### config.mk
export PLATFORM = sky130hd
export DESIGN_NAME = vga_timing_grid
export DESIGN_NICKNAME = d
export VERILOG_FILES = /design/src/rtl/vga_timing_grid.sv
export SDC_FILE = /design/constraint.sdc
export NUM_CORES = 1
export LEC_CHECK = 0
export BUFFER_PORTS_ARGS = -buffer_cell sky130_fd_sc_hd__buf_2
export CAP_MARGIN = 15
export CORE_ASPECT_RATIO = 1.25
export CORE_MARGIN = 4
export CORE_UTILIZATION = 53
export DETAILED_ROUTE_END_ITERATION = 7
export PLACE_DENSITY = 0.76
export SLEW_MARGIN = 20
export SYNTH_ARGS = -nofsm -noshare
export SYNTH_HDL_FRONTEND = slang
export SYNTH_SLANG_ARGS = --single-unit
### constraint.sdc
create_clock -name clk -period 3.5 [get_ports clk]
set_clock_uncertainty 0.2 [all_clocks]
set_input_delay 0.525 -clock clk [delete_from_list [all_inputs] [get_ports clk]]
set_output_delay 0.525 -clock clk [all_outputs]
set_load 0.05 [all_outputs]
### src/rtl/vga_timing_grid.sv
// Raster timing generator with grid-line overlay: counters, syncs, active flag, cell indices, start pulses.
// Outputs are registered and describe the position latched on the same en edge; en=0 freezes everything.
module vga_timing_grid #(
  parameter int   N         = 10,
  parameter int   H_VISIBLE = 640,
  parameter int   H_FRONT   = 16,
  parameter int   H_SYNC    = 96,
  parameter int   H_BACK    = 48,
  parameter int   V_VISIBLE = 480,
  parameter int   V_FRONT   = 10,
  parameter int   V_SYNC    = 2,
  parameter int   V_BACK    = 33,
  parameter logic SYNC_POL  = 1'b0,
  parameter int   GRID_COLS = 3,
  parameter int   GRID_ROWS = 3
) (
  input  logic       clk,
  input  logic       rst,
  input  logic       en,
  output logic       hsync,
  output logic       vsync,
  output logic       vga_blank,
  output logic [N:0] pixel_x,
  output logic [N:0] pixel_y,
  output logic       grid_line,
  output logic [N:0] cell_col,
  output logic [N:0] cell_row,
  output logic       line_start,
  output logic       frame_start
);

  localparam int W       = N + 1;
  localparam int H_TOTAL = H_VISIBLE + H_FRONT + H_SYNC + H_BACK;
  localparam int V_TOTAL = V_VISIBLE + V_FRONT + V_SYNC + V_BACK;
  localparam int CELL_W  = H_VISIBLE / GRID_COLS;
  localparam int CELL_H  = V_VISIBLE / GRID_ROWS;

  localparam logic [N:0] HT_M1  = W'(H_TOTAL - 1);
  localparam logic [N:0] VT_M1  = W'(V_TOTAL - 1);
  localparam logic [N:0] HV     = W'(H_VISIBLE);
  localparam logic [N:0] VV     = W'(V_VISIBLE);
  localparam logic [N:0] HS_BEG = W'(H_VISIBLE + H_FRONT);
  localparam logic [N:0] HS_END = W'(H_VISIBLE + H_FRONT + H_SYNC);
  localparam logic [N:0] VS_BEG = W'(V_VISIBLE + V_FRONT);
  localparam logic [N:0] VS_END = W'(V_VISIBLE + V_FRONT + V_SYNC);
  localparam logic [N:0] CW_M1  = W'(CELL_W - 1);
  localparam logic [N:0] CH_M1  = W'(CELL_H - 1);
  localparam logic [N:0] GC_M1  = W'(GRID_COLS - 1);
  localparam logic [N:0] GR_M1  = W'(GRID_ROWS - 1);
  localparam logic [N:0] ZERO   = '0;

  // Position (and its cell bookkeeping) to be presented on the next en edge
  logic [N:0] cx, cy, csub, cidx, rsub, ridx;
  logic [N:0] cx_n, cy_n, csub_n, cidx_n, rsub_n, ridx_n;

  logic h_wrap, v_wrap, col_edge, row_edge, active, hs_on, vs_on;

  always_comb begin
    h_wrap   = (cx == HT_M1);
    v_wrap   = (cy == VT_M1);
    col_edge = (csub == CW_M1) && (cidx < GC_M1);
    row_edge = (rsub == CH_M1) && (ridx < GR_M1);
    active   = (cx < HV) && (cy < VV);
    hs_on    = (cx >= HS_BEG) && (cx < HS_END);
    vs_on    = (cy >= VS_BEG) && (cy < VS_END);
  end

  always_comb begin
    cx_n = h_wrap ? ZERO : cx + 1'b1;
    cy_n = cy;
    if (h_wrap) begin
      cy_n = v_wrap ? ZERO : cy + 1'b1;
    end
  end

  // Sub-counter saturates in the last cell so the remainder joins it
  always_comb begin
    csub_n = csub;
    cidx_n = cidx;
    if (h_wrap) begin
      csub_n = '0;
      cidx_n = '0;
    end else if (col_edge) begin
      csub_n = '0;
      cidx_n = cidx + 1'b1;
    end else if (csub != CW_M1) begin
      csub_n = csub + 1'b1;
    end
  end

  always_comb begin
    rsub_n = rsub;
    ridx_n = ridx;
    if (h_wrap) begin
      if (v_wrap) begin
        rsub_n = '0;
        ridx_n = '0;
      end else if (row_edge) begin
        rsub_n = '0;
        ridx_n = ridx + 1'b1;
      end else if (rsub != CH_M1) begin
        rsub_n = rsub + 1'b1;
      end
    end
  end

  always_ff @(posedge clk or posedge rst) begin
    if (rst) begin
      cx   <= '0;
      cy   <= '0;
      csub <= '0;
      cidx <= '0;
      rsub <= '0;
      ridx <= '0;
    end else if (en) begin
      cx   <= cx_n;
      cy   <= cy_n;
      csub <= csub_n;
      cidx <= cidx_n;
      rsub <= rsub_n;
      ridx <= ridx_n;
    end
  end

  always_ff @(posedge clk or posedge rst) begin
    if (rst) begin
      hsync       <= ~SYNC_POL;
      vsync       <= ~SYNC_POL;
      vga_blank   <= 1'b0;
      grid_line   <= 1'b0;
      pixel_x     <= '0;
      pixel_y     <= '0;
      cell_col    <= '0;
      cell_row    <= '0;
      line_start  <= 1'b0;
      frame_start <= 1'b0;
    end else if (en) begin
      hsync       <= hs_on ? SYNC_POL : ~SYNC_POL;
      vsync       <= vs_on ? SYNC_POL : ~SYNC_POL;
      vga_blank   <= active;
      grid_line   <= active && (col_edge || row_edge);
      pixel_x     <= cx;
      pixel_y     <= cy;
      cell_col    <= cidx;
      cell_row    <= ridx;
      line_start  <= (cx == ZERO);
      frame_start <= (cx == ZERO) && (cy == ZERO);
    end else begin
      line_start  <= 1'b0;
      frame_start <= 1'b0;
    end
  end

endmodule

==> impl_results.md, run 1 <==
* Share of the synthesized area in the top cell type at 53.8%
* Top cells by area, synth: dfrtp_1 (54%), mux2_2 (9.8%), nor2_1 (2.6%)
* Worst path cell trace: ha_1, and2_1, and4_1, and3_4, nand3_2, mux2_4
* Hold Crit Class: in -> async
* Resized cells post-CTS at 0
* Critical Path AT at 2.72 ns
* Tot GR Track Use at between 10% and 20%
* Crit-path max FO at 17
* Post-CTS Hold Fix Bufs at 0
* YS warnings at 0
* Die Ht at between 100 and 150 µm
* Detailed placement HPWL at just over 7000 µm
* Sw Share at between 20% and 30%
* Largest net degree at the start of global routing at 117
* Primary FF master, synth: dfrtp_1
* Critical Path End Type: flip-flop
* Drt initial violations at 233
* Setup Buffers After CTS at 0
* Psw at between 900 and 1000 µW
* Layout cells sized above 1 at ~30%
* Reg2reg end: cy[10]
* TritonCTS clock tree: yes
* CP Buf/Inv Count at 0
* IO buf count at 52
* Worst setup SP type: flip-flop
* Core region area at between 9000 and 10000 µm²
* Final worst-path cycle share at between 70% and 80%
* CP max-delay cell: and4_1
* CP top delay family: simple AND/OR/NAND/NOR gates
* Cells after Synth at 463
* Row count at 40
* GR Overflow Total at 0
* Ant diodes at 0
* Sink Count at 116
* Register share of total power at roughly 40%
* Vias in the first global route at between 3k and 4k
* Clk buf depth at 2
* Hold violation total from the final report at 0
* I/O pins at 53
* Async set-or-reset flop fraction in the synthesized netlist at 100%
* Initial core utilization at a little over half
* Biggest area consumer among synthesized cells: dfrtp_1
* Initial antenna violation count at 0
* First-pass GRT wire length at roughly 19000 µm
* Syn_nets at 475
* Setup TNS at 0 ns
* Register bit total from synthesis at 116
* Inserted Clock Buffers at 17
* DR WL/cell at around 17 µm
* Final Wtd Congestion at about 0.83
* Horiz. Die Dim at just under 100 µm
* Antenna-violating nets left at 0
* Final slew viol count at 0
* Max Cap Viol at 0
* Placement Setup Slack at around 0.77 ns
* Die ar. at 11700 µm²
* Status: complete, no violations
* CP Class: reg -> reg
* Final setup violating endpoints at 0
* Via count at between 3k and 4k
* Worst skew pair latency at about 0.41 ns
* First drt pass iteration count at 5
* R2R cell count at 6
* Maximum clock rate at between 0.3 and 0.4 GHz
* H-tree depth at 4
* Uppermost routed layer: met4
* Via/cell ratio at between 5 and 6
* Detail Route met3 WL at around 580 µm
* Unrepaired setup endpoints after global routing: no
* VDD IR max at 373 µV
* Worst Path Required at around 3.6 ns
* Final period demand of the worst path at about 2.6 ns
* EDFF count, synth at 0
* Slew headroom at ~48%
* Fin worst setup slack at 0.874 ns
* Nets at 530
* FF-to-FF Start: cx[0]
* M1 wire length at 4790 µm
* Root buf cell: clkbuf_16
* Clk network pwr share at 48.8%
* R2R Setup Slk at just under 0.9 ns
* Internal at ~2800 µW
* Cell Pwr Density at approximately 600 nW/µm²
* Register area share after synthesis at between 50% and 60%
* DR WL met2 at 5400 µm
* Count of different cell masters after synthesis at slightly above 60
* Slew @ Worst Pin at around 0.8 ns
* Pleak at around 0.0031 µW
* Mapped Area at ~5300 µm²
* Area grow syn2layout at 18.8%
* Avg Cell Area, Syn at about 11 µm²
* CP peak stage delay at 0.64 ns
* Logic pwr share at 10.3%
* Drt total wl at roughly 11000 µm
* DRC viols at 0
* Clock-pin slew on the worst setup and hold paths at around 0.05 ns
==> placed cells by master, fill, tap and decap left out, drive strengths merged, types with 2 or more instances in the layout <==
cell / netlist / final
xnor2: 10 / 10
nor2b: 3 / 3
and4bb: 2 / 2
and2: 14 / 14
nor4: 8 / 8
nand4b: 2 / 2
and4b: 2 / 2
and4: 9 / 9
bufinv: 0 / 4
o22ai: 4 / 4
inv: 19 / 18
nor2: 37 / 37
mux2i: 3 / 3
nor3: 5 / 5
buf: 13 / 54
nand2: 35 / 35
or4: 5 / 5
nor4b: 2 / 2
clkinvlp: 0 / 5
a22o: 2 / 2
a31oi: 10 / 10
nand3: 19 / 19
a21oi: 10 / 10
o21ai: 22 / 22
and3: 9 / 9
dfstp: 2 / 2
dfrtp: 114 / 114
xor2: 8 / 8
ha: 9 / 9
clkinv: 0 / 4
or3: 7 / 7
clkbuf: 5 / 20
nand4: 13 / 13
mux2: 47 / 47
==> synth_stat cells (2+ instances only) <==
cell type / number
dfrtp_1: 114
mux2_2: 46
nor2_1: 37
nand2_1: 34
inv_1: 19
o21ai_0: 18
nand3_1: 17
and2_1: 13
nand4_1: 12
a31oi_1: 10
buf_2: 10
xnor2_1: 10
a21oi_1: 9
ha_1: 9
xor2_1: 8
and3_1: 7
and4_1: 7
nor4_1: 7
or3_1: 6
or4_1: 5
clkbuf_1: 4
nor3_1: 4
o22ai_1: 4
mux2i_1: 3
nor2b_1: 3
a22o_1: 2
and4_4: 2
and4b_1: 2
and4bb_2: 2
buf_4: 2
dfstp_2: 2
nand3_2: 2
nand4b_1: 2
o21ai_1: 2
o21ai_2: 2
==> worst max path at each step <==
stage	from	endpoint	depth (start not counted)	slack, ns
2_1_floorplan	rst	cell_col[0]	1	1.36
3_3_place_gp	en	ridx[0]	7	0.88
3_5_place_dp	en	ridx[0]	7	0.77
4_1_cts	cx[0]	cy[10]	6	0.89
5_1_grt	cx[0]	cy[10]	6	0.75
6_report	cx[0]	cy[10]	6	0.87
==> worst min-delay path: cells and delay by family <==
family | cells | cell delay (ns)
buf+inv | 3 | 0.63
==> stage by stage <==
stage	total power, µW	area (µm²)	hold slack, ns	util, %	instances
after floorplan	1870	5310	0.271	-	463
after global placement	1950	5650	0.283	58.2	625
after detailed placement	1960	5650	0.291	58.2	625
after CTS	3820	6300	0.118	64.9	657
after global routing	3940	6300	0.146	64.9	657
final	3800	6300	0.0847	64.9	657
==> power by group through the flow <==
stage	clock, µW	sequential [µW]	combinational, µW
after floorplan	0	1630	245
after global placement	0	1570	383
after detailed placement	0	1570	391
after CTS	1880	1550	395
after global routing	1940	1570	428
final	1850	1550	390
==> flip-flops by register name, summed over array words and instances, names as in the netlist, 11 cells and up <==
name      cells
ridx         11
rsub         11
cell_col     11
csub         11
cy           11
pixel_x      11
cidx         11
cell_row     11
cx           11
pixel_y      11
==> cells by family (layout without fill, tap and decap cells) <==
| family | after synthesis | in the layout | share of synthesized area, % |
|---|---|---|---|
| muxes | 50 | 50 | 10.6 |
| adders and majority gates | 9 | 9 | 2.12 |
| AOI/OAI and AO/OA | 57 | 57 | 6.75 |
| buffers and inverters | 37 | 105 | 3.16 |
| and+or+nand+nor | 176 | 176 | 19.6 |
| xor gates and xnor gates | 18 | 18 | 2.97 |
| DFF | 116 | 116 | 54.8 |
==> metal layers <==
layer | track usage (%) | vias up
met2 | 32.2 | 113
met3 | 6.40 | 15
li1 | - | 1774
met4 | 6.41 | 0
met5 | 0 | -
met1 | 25.8 | 1939
==> area by class of cell <==
type,instances,area [µm²]
Clock buffer,20,467
Clock inverter,12,178
Fill cell,748,3410
Inverter,19,75.1
Multi-Input combinational cell,310,2230
Sequential cell,116,2910
Tap cell,126,158
Timing Repair Buffer,54,288
Power figures use the tool's default switching activity.
==> inputs of run 2 (changes only) <==
==> constraint.sdc (replaced) <==
create_clock -name clk -period 2.2 [get_ports clk]
set_clock_uncertainty 0.2 [all_clocks]
set_input_delay 0.33 -clock clk [delete_from_list [all_inputs] [get_ports clk]]
set_output_delay 0.33 -clock clk [all_outputs]
set_load 0.05 [all_outputs]
==> run 2 against run 1 <==
Net effect: power is 53% higher; non-clock buffer count increased by 28; worst hold slack better by 0.075 ns; clock power is 44% higher; flip-flop and latch count did not move; combinational power rose by 75%; core utilization is 1.9 points higher; via count rose by 2.8%; first-iteration DRC count grew 18%; global-route usage is 0.80 points higher; sequential share of layout area shrank 1.3 points; critical endpoint is now rsub[5]; highest routed layer unchanged.
==> impl_results.md, run 2 (same netlist as run 1, synthesis figures left out) <==
* Status: complete, no violations
* Largest net degree at the start of global routing at 51 (-56%)
* Power Total at 5820 µW (+53%)
* Die Ht at 120 µm (unchanged)
* Drt initial violations at 276 (+18%)
* Final Wtd Congestion at 0.893 (+8.0%)
* Nets at 558 (+5.3%)
* Layout cells sized above 1 at 32.7% (+3.2 points)
* Worst path cell trace: ha_4, and4_4, and4_4, or3_1, or4_1, nand3_1
* Tot GR Track Use at 20.8% (+0.80 points)
* I/O pins at 53 (unchanged)
* Hold violation total from the final report at 0 (unchanged)
* Most frequent cells in the layout: dfrtp_1 (114), buf_2 (52), mux2_2 (46)
* Ant diodes at 0 (unchanged)
* Critical Path End Type: flip-flop
* Layout Utilization at 66.8% (+1.9 points)
* Final slew viol count at 0 (unchanged)
* Detailed placement HPWL at 7900 µm (+10%)
* Reg2reg end: rsub[5]
* Via count at 3949 (+2.8%)
* Row count at 40 (unchanged)
* Critical Path AT at 2.27 ns (-0.45 ns)
* CP peak stage delay at 0.42 ns (-0.22 ns)
* WHS Endpoint: csub[2]
* Slew headroom at 61.6% (+14 points)
* DP Area at 5850 µm² (+3.5%)
* IO buf count at 52 (unchanged)
* Final setup violating endpoints at 0 (unchanged)
* Clock-pin slew on the worst setup and hold paths at 0.05 ns (about the same)
* Horiz. Die Dim at 97.5 µm (unchanged)
* FF-to-FF Start: rsub[1]
* Drt total wl at 11600 µm (+6.2%)
* First drt pass iteration count at 5 (unchanged)
* Crit-path max FO at 6 (-11)
* R2R cell count at 6 (unchanged)
* GR Overflow Total at 0 (unchanged)
* Most common cell after layout, fill and taps aside: dfrtp_1
* Slew @ Worst Pin at 0.576 ns (-0.209 ns)
* Final period demand of the worst path at 2.13 ns (-0.500 ns)
* FILL cells at 710 (-5.1%)
* Initial antenna violation count at 0 (unchanged)
* Vias in the first global route at 3967 (+1.3%)
* Register area at 2910 µm² (unchanged)
* Antenna-violating nets left at 0 (unchanged)
* Root buf cell: clkbuf_16
* Fin cells at 685 (+4.3%)
* Final worst-path cycle share at 96.6% (+22 points)
* CP Class: reg -> reg
* DRC viols at 0 (unchanged)
* Core region area at 9710 µm² (unchanged)
* Die ar. at 11700 µm² (unchanged)
* Worst Path Required at 2.34 ns (-1.25 ns)
* TritonCTS clock tree: yes
* R2R Setup Slk at 0.07 ns (-0.80 ns)
* DR WL/cell at 16.9 µm (+1.8%)
* WHS Path Cells at 3
* Area grow syn2layout at 22.3%
* Maximum clock rate at 0.470 GHz (+24%)
* Sink Count at 116 (unchanged)
* CP most frequent cell: and4_4
* Hold Crit Class: in -> reg
* VDD IR max at 644 µV (+73%)
* DP Cell Count at 650 (+4.0%)
* First-pass GRT wire length at 19500 µm (+3.1%)
* Inserted Clock Buffers at 17 (unchanged)
* Unrepaired setup endpoints after global routing: yes
* CP max-delay cell: dfrtp_1
* Final Instance Area at 6480 µm² (+2.9%)
* Initial core utilization at 54.6% (unchanged)
* H-tree depth at 4 (unchanged)
* Cell Pwr Density at 897 nW/µm² (+49%)
* Worst skew pair latency at 0.41 ns (about the same)
* Pleak at 0.00323 µW (+4.4%)
* Max Cap Viol at 0 (unchanged)
* Multi-input gate area at 2250 µm² (+1.2%)
* Clk buf depth at 2 (unchanged)
* Worst setup SP type: flip-flop
* Via/cell ratio at 5.76 (-1.4%)
* Hold path startpoint: en
==> run 2: cell type report <==
class,count,area share [%]
repair buffers,82,7.91
multi-input cells,310,34.8
clock inverters,5,1.16
flip-flops and latches,116,44.8
well taps,126,2.43
inverters,19,1.16
clock buffers,27,7.76
==> run 2: critical path: cells and delay by family (launching register included) <==
| family | cells | cell delay, ns |
|---|---|---|
| simple gates | 5 | 1.26 |
| flops | 1 | 0.42 |
| fa+ha+maj | 1 | 0.19 |
==> run 2: routing by layer <==
layer	global-route usage, %	vias to the layer above	routed length [µm]
met3	6.22	29	603
met4	6.06	0	235
met5	0	-	0
met2	34.1	138	5870
met1	26.8	1958	4870
li1	-	1824	-
==> run 2: power breakdown <==
| part | leakage (µW) | total, µW | switching [µW] | internal, µW |
|---|---|---|---|---|
| Sequential | 0.00149 | 2460 | 179 | 2280 |
| Combinational | 0.00146 | 682 | 424 | 258 |
| Clock | 0.000285 | 2670 | 895 | 1780 |
| Total | 0.00323 | 5820 | 1500 | 4320 |
==> run 2: how the worst max path moves through the flow <==
stage | from | end | slack (ns) | cells past startpoint
floorplan | rsub[0] | rsub[5] | 0.1 | 6
global placement | rsub[0] | rsub[5] | 0.05 | 6
detailed placement | cy[4] | rsub[8] | 0.02 | 5
CTS | rsub[0] | rsub[5] | 0.02 | 6
global route | cx[6] | rsub[8] | -0.007 | 5
finish | rsub[1] | rsub[5] | 0.07 | 6
==> run 2: stage by stage <==
stage | hold slack [ns] | worst slack (ns) | setup TNS (ns)
global placement | 0.191 | 0.0532 | 0
CTS | 0.143 | 0.0164 | 0
finish | 0.159 | 0.0739 | 0
floorplan | 0.271 | 0.0956 | 0
global route | 0.157 | -0.00723 | -0.00723
detailed placement | 0.198 | 0.0151 | 0
==> run 2: repair_timing <==
action,4_1_cts,5_1_grt
setup endpoints to repair,1,13
endpoints found under the hold margin,18,0
gates resized for setup,1,5
hold buffers,1,0
pin swaps,0,0
buffers inserted,0,2
==> inputs of run 3 (changes only) <==
--- a/config.mk
+++ b/config.mk
@@ -7,11 +7,14 @@
 export LEC_CHECK = 0
 export BUFFER_PORTS_ARGS = -buffer_cell sky130_fd_sc_hd__buf_2
 export CAP_MARGIN = 15
+export CELL_PAD_IN_SITES_DETAIL_PLACEMENT = 1
+export CELL_PAD_IN_SITES_GLOBAL_PLACEMENT = 1
 export CORE_ASPECT_RATIO = 1.25
 export CORE_MARGIN = 4
-export CORE_UTILIZATION = 53
+export CORE_UTILIZATION = 43
 export DETAILED_ROUTE_END_ITERATION = 7
-export PLACE_DENSITY = 0.76
+export MAX_ROUTING_LAYER = met4
+export PLACE_DENSITY_LB_ADDON = 0.1
 export SLEW_MARGIN = 20
 export SYNTH_ARGS = -nofsm -noshare
 export SYNTH_HDL_FRONTEND = slang
==> run 3 against run 2 <==
Net effect: routed wire length is 15% higher; first-iteration DRC count down 35%; flip-flop and latch count stayed put; maximum frequency grew 0.99%; non-clock buffer count is 10 higher; die area up 21%; combinational power increased by 9.2%; sequential power hardly changed; clock-buffer cell count shrank 8; critical path depth unchanged.
==> impl_results.md, run 3 (same netlist as run 1, synthesis figures left out) <==
* Final Wtd Congestion at 0.855 (-4.3%)
* Max Cap Viol at 0 (unchanged)
* Die Ht at 132 µm (+10%)
* Final slew viol count at 0 (unchanged)
* Via/cell ratio at 5.36 (-7.0%)
* Final period demand of the worst path at 2.11 ns (-0.0209 ns)
* Hold violation total from the final report at 0 (unchanged)
* First drt pass iteration count at 6 (+1)
* Vias in the first global route at 4365 (+10%)
* Ant diodes at 0 (unchanged)
* DP Cell Count at 700 (+7.7%)
* Tot GR Track Use at 21.3% (+0.47 points)
* CP Class: reg -> reg
* Inserted Clock Buffers at 17 (unchanged)
* Sink Count at 116 (unchanged)
* Hold slack at 0.213 ns (+0.0536 ns)
* Antenna-violating nets left at 0 (unchanged)
* H-tree depth at 4 (unchanged)
* Largest net degree at the start of global routing at 117 (+130%)
* Setup Buffers After CTS at 0 (unchanged)
* Pleak at 0.00327 µW (+1.1%)
* Fin cells at 733 (+7.0%)
* Critical Path AT at 2.26 ns (about the same)
* Core region area at 12100 µm² (+25%)
* Most frequent cells in the layout: dfrtp_1 (114), buf_2 (52), mux2_2 (46)
* Initial core utilization at 43.8% (-11 points)
* Initial antenna violation count at 0 (unchanged)
* Clock-pin slew on the worst setup and hold paths at 0.06 ns (about the same)
* Layout cells sized above 1 at 34.4% (+1.7 points)
* First-pass GRT wire length at 22800 µm (+17%)
* Critical Path End Type: flip-flop
* Layout Utilization at 54.6% (-12 points)
* VDD IR max at 527 µV (-18%)
* Slew headroom at 59.6% (-2.0 points)
* Root buf cell: clkbuf_16
* GR Overflow Total at 0 (unchanged)
* Setup TNS at 0 ns (unchanged)
* Crit-path max FO at 6 (unchanged)
* Most common cell after layout, fill and taps aside: dfrtp_1
* Area grow syn2layout at 24.8%
* Unrepaired setup endpoints after global routing: no
* Die ar. at 14200 µm² (+21%)
* Cell Pwr Density at 899 nW/µm² (+0.16%)
* Drt total wl at 13300 µm (+15%)
* Drt initial violations at 179 (-35%)
* Clk buf depth at 2 (unchanged)
* Worst Path Required at 2.35 ns (about the same)
* Slew @ Worst Pin at 0.606 ns (+0.0298 ns)
* Hold Crit Class: in -> reg
* Maximum clock rate at 0.475 GHz (+0.99%)
* I/O pins at 53 (unchanged)
* Final worst-path cycle share at 95.7% (-0.95 points)
* Via count at 3932 (-0.43%)
* Nets at 568 (+1.8%)
* Horiz. Die Dim at 107 µm (+10%)
* TritonCTS clock tree: yes
* Status: complete, no violations
* DR WL/cell at 18.2 µm (+7.4%)
* Worst skew pair latency at 0.42 ns (about the same)
* Final setup violating endpoints at 0 (unchanged)
* Row count at 45 (+13%)
* IO buf count at 52 (unchanged)
* Detailed placement HPWL at 9260 µm (+17%)
* Worst setup SP type: flip-flop
* DRC viols at 0 (unchanged)
run 3: cell types whose count changed in the layout (fill, tap and decap cells not counted), moves of 2 or more:
| cell | delta |
|---|---|
| buf_4 | +10 |
| clkbuf_1 | -6 |
| clkinv_4 | +5 |
| clkinvlp_4 | +4 |
| clkinv_2 | -3 |
| clkbuf_8 | -2 |
| inv_6 | +2 |
run 3: worst max-delay path, stage by stage (launching register included):
cell and delay, ns:
dfrtp_1 0.40, ha_2 0.20, and4_4 0.20, and4_4 0.20, or3_4 0.36, or4_1 0.40, nand3_1 0.09
run 3: layout make-up:
class / instances / area [µm²]
clock buffers: 19 / 453
clock inverters: 13 / 151
fillers: 1294 / 5490
inverters: 19 / 75.1
multi-input cells: 310 / 2240
flip-flops and latches: 116 / 2910
well taps: 164 / 205
repair buffers: 92 / 588
run 3: power breakdown:
part	internal [µW]	switching, µW	total (µW)
combinational	278	467	745
sequential	2280	160	2440
clock	1740	1020	2760
total	4300	1650	5940
run 3: path summary, 6_finish.rpt:
check / from / end / slack, ns / cells after the start
min in group asynchronous: rst / pixel_y[2] / 0.47 / 4
setup reg to reg: rsub[1] / rsub[5] / 0.09 / 6
max in group asynchronous: rst / ridx[2] / 0.89 / 4
setup / recovery: rsub[1] / rsub[5] / 0.09 / 6
hold / removal: en / pixel_y[3] / 0.21 / 3
hold reg to reg: vsync / vsync / 0.30 / 2
run 3: repair_timing:
action | in CTS | in global routing
endpoints found under the hold margin | 114 | 0
gates resized for setup | 0 | 2
endpoints found under the setup margin | 0 | 1
hold buffers | 1 | 0
run 3: metal layers:
metal	up-vias	track usage (%)	wire, µm
met5	-	-	0
met4	0	7.04	132
met3	12	4.95	340
met2	54	36.7	7310
met1	2021	24.1	5530
li1	1845	-	-
run 3: through the flow:
step	area (µm²)	total power, µW	setup slack [ns]
6_report	6610	5940	0.0947
4_1_cts	6610	6020	0.0316
3_3_place_gp	5990	3180	0.0819
2_1_floorplan	5310	2980	0.0956
5_1_grt	6610	6220	0.00385
3_5_place_dp	5990	3220	0.0505
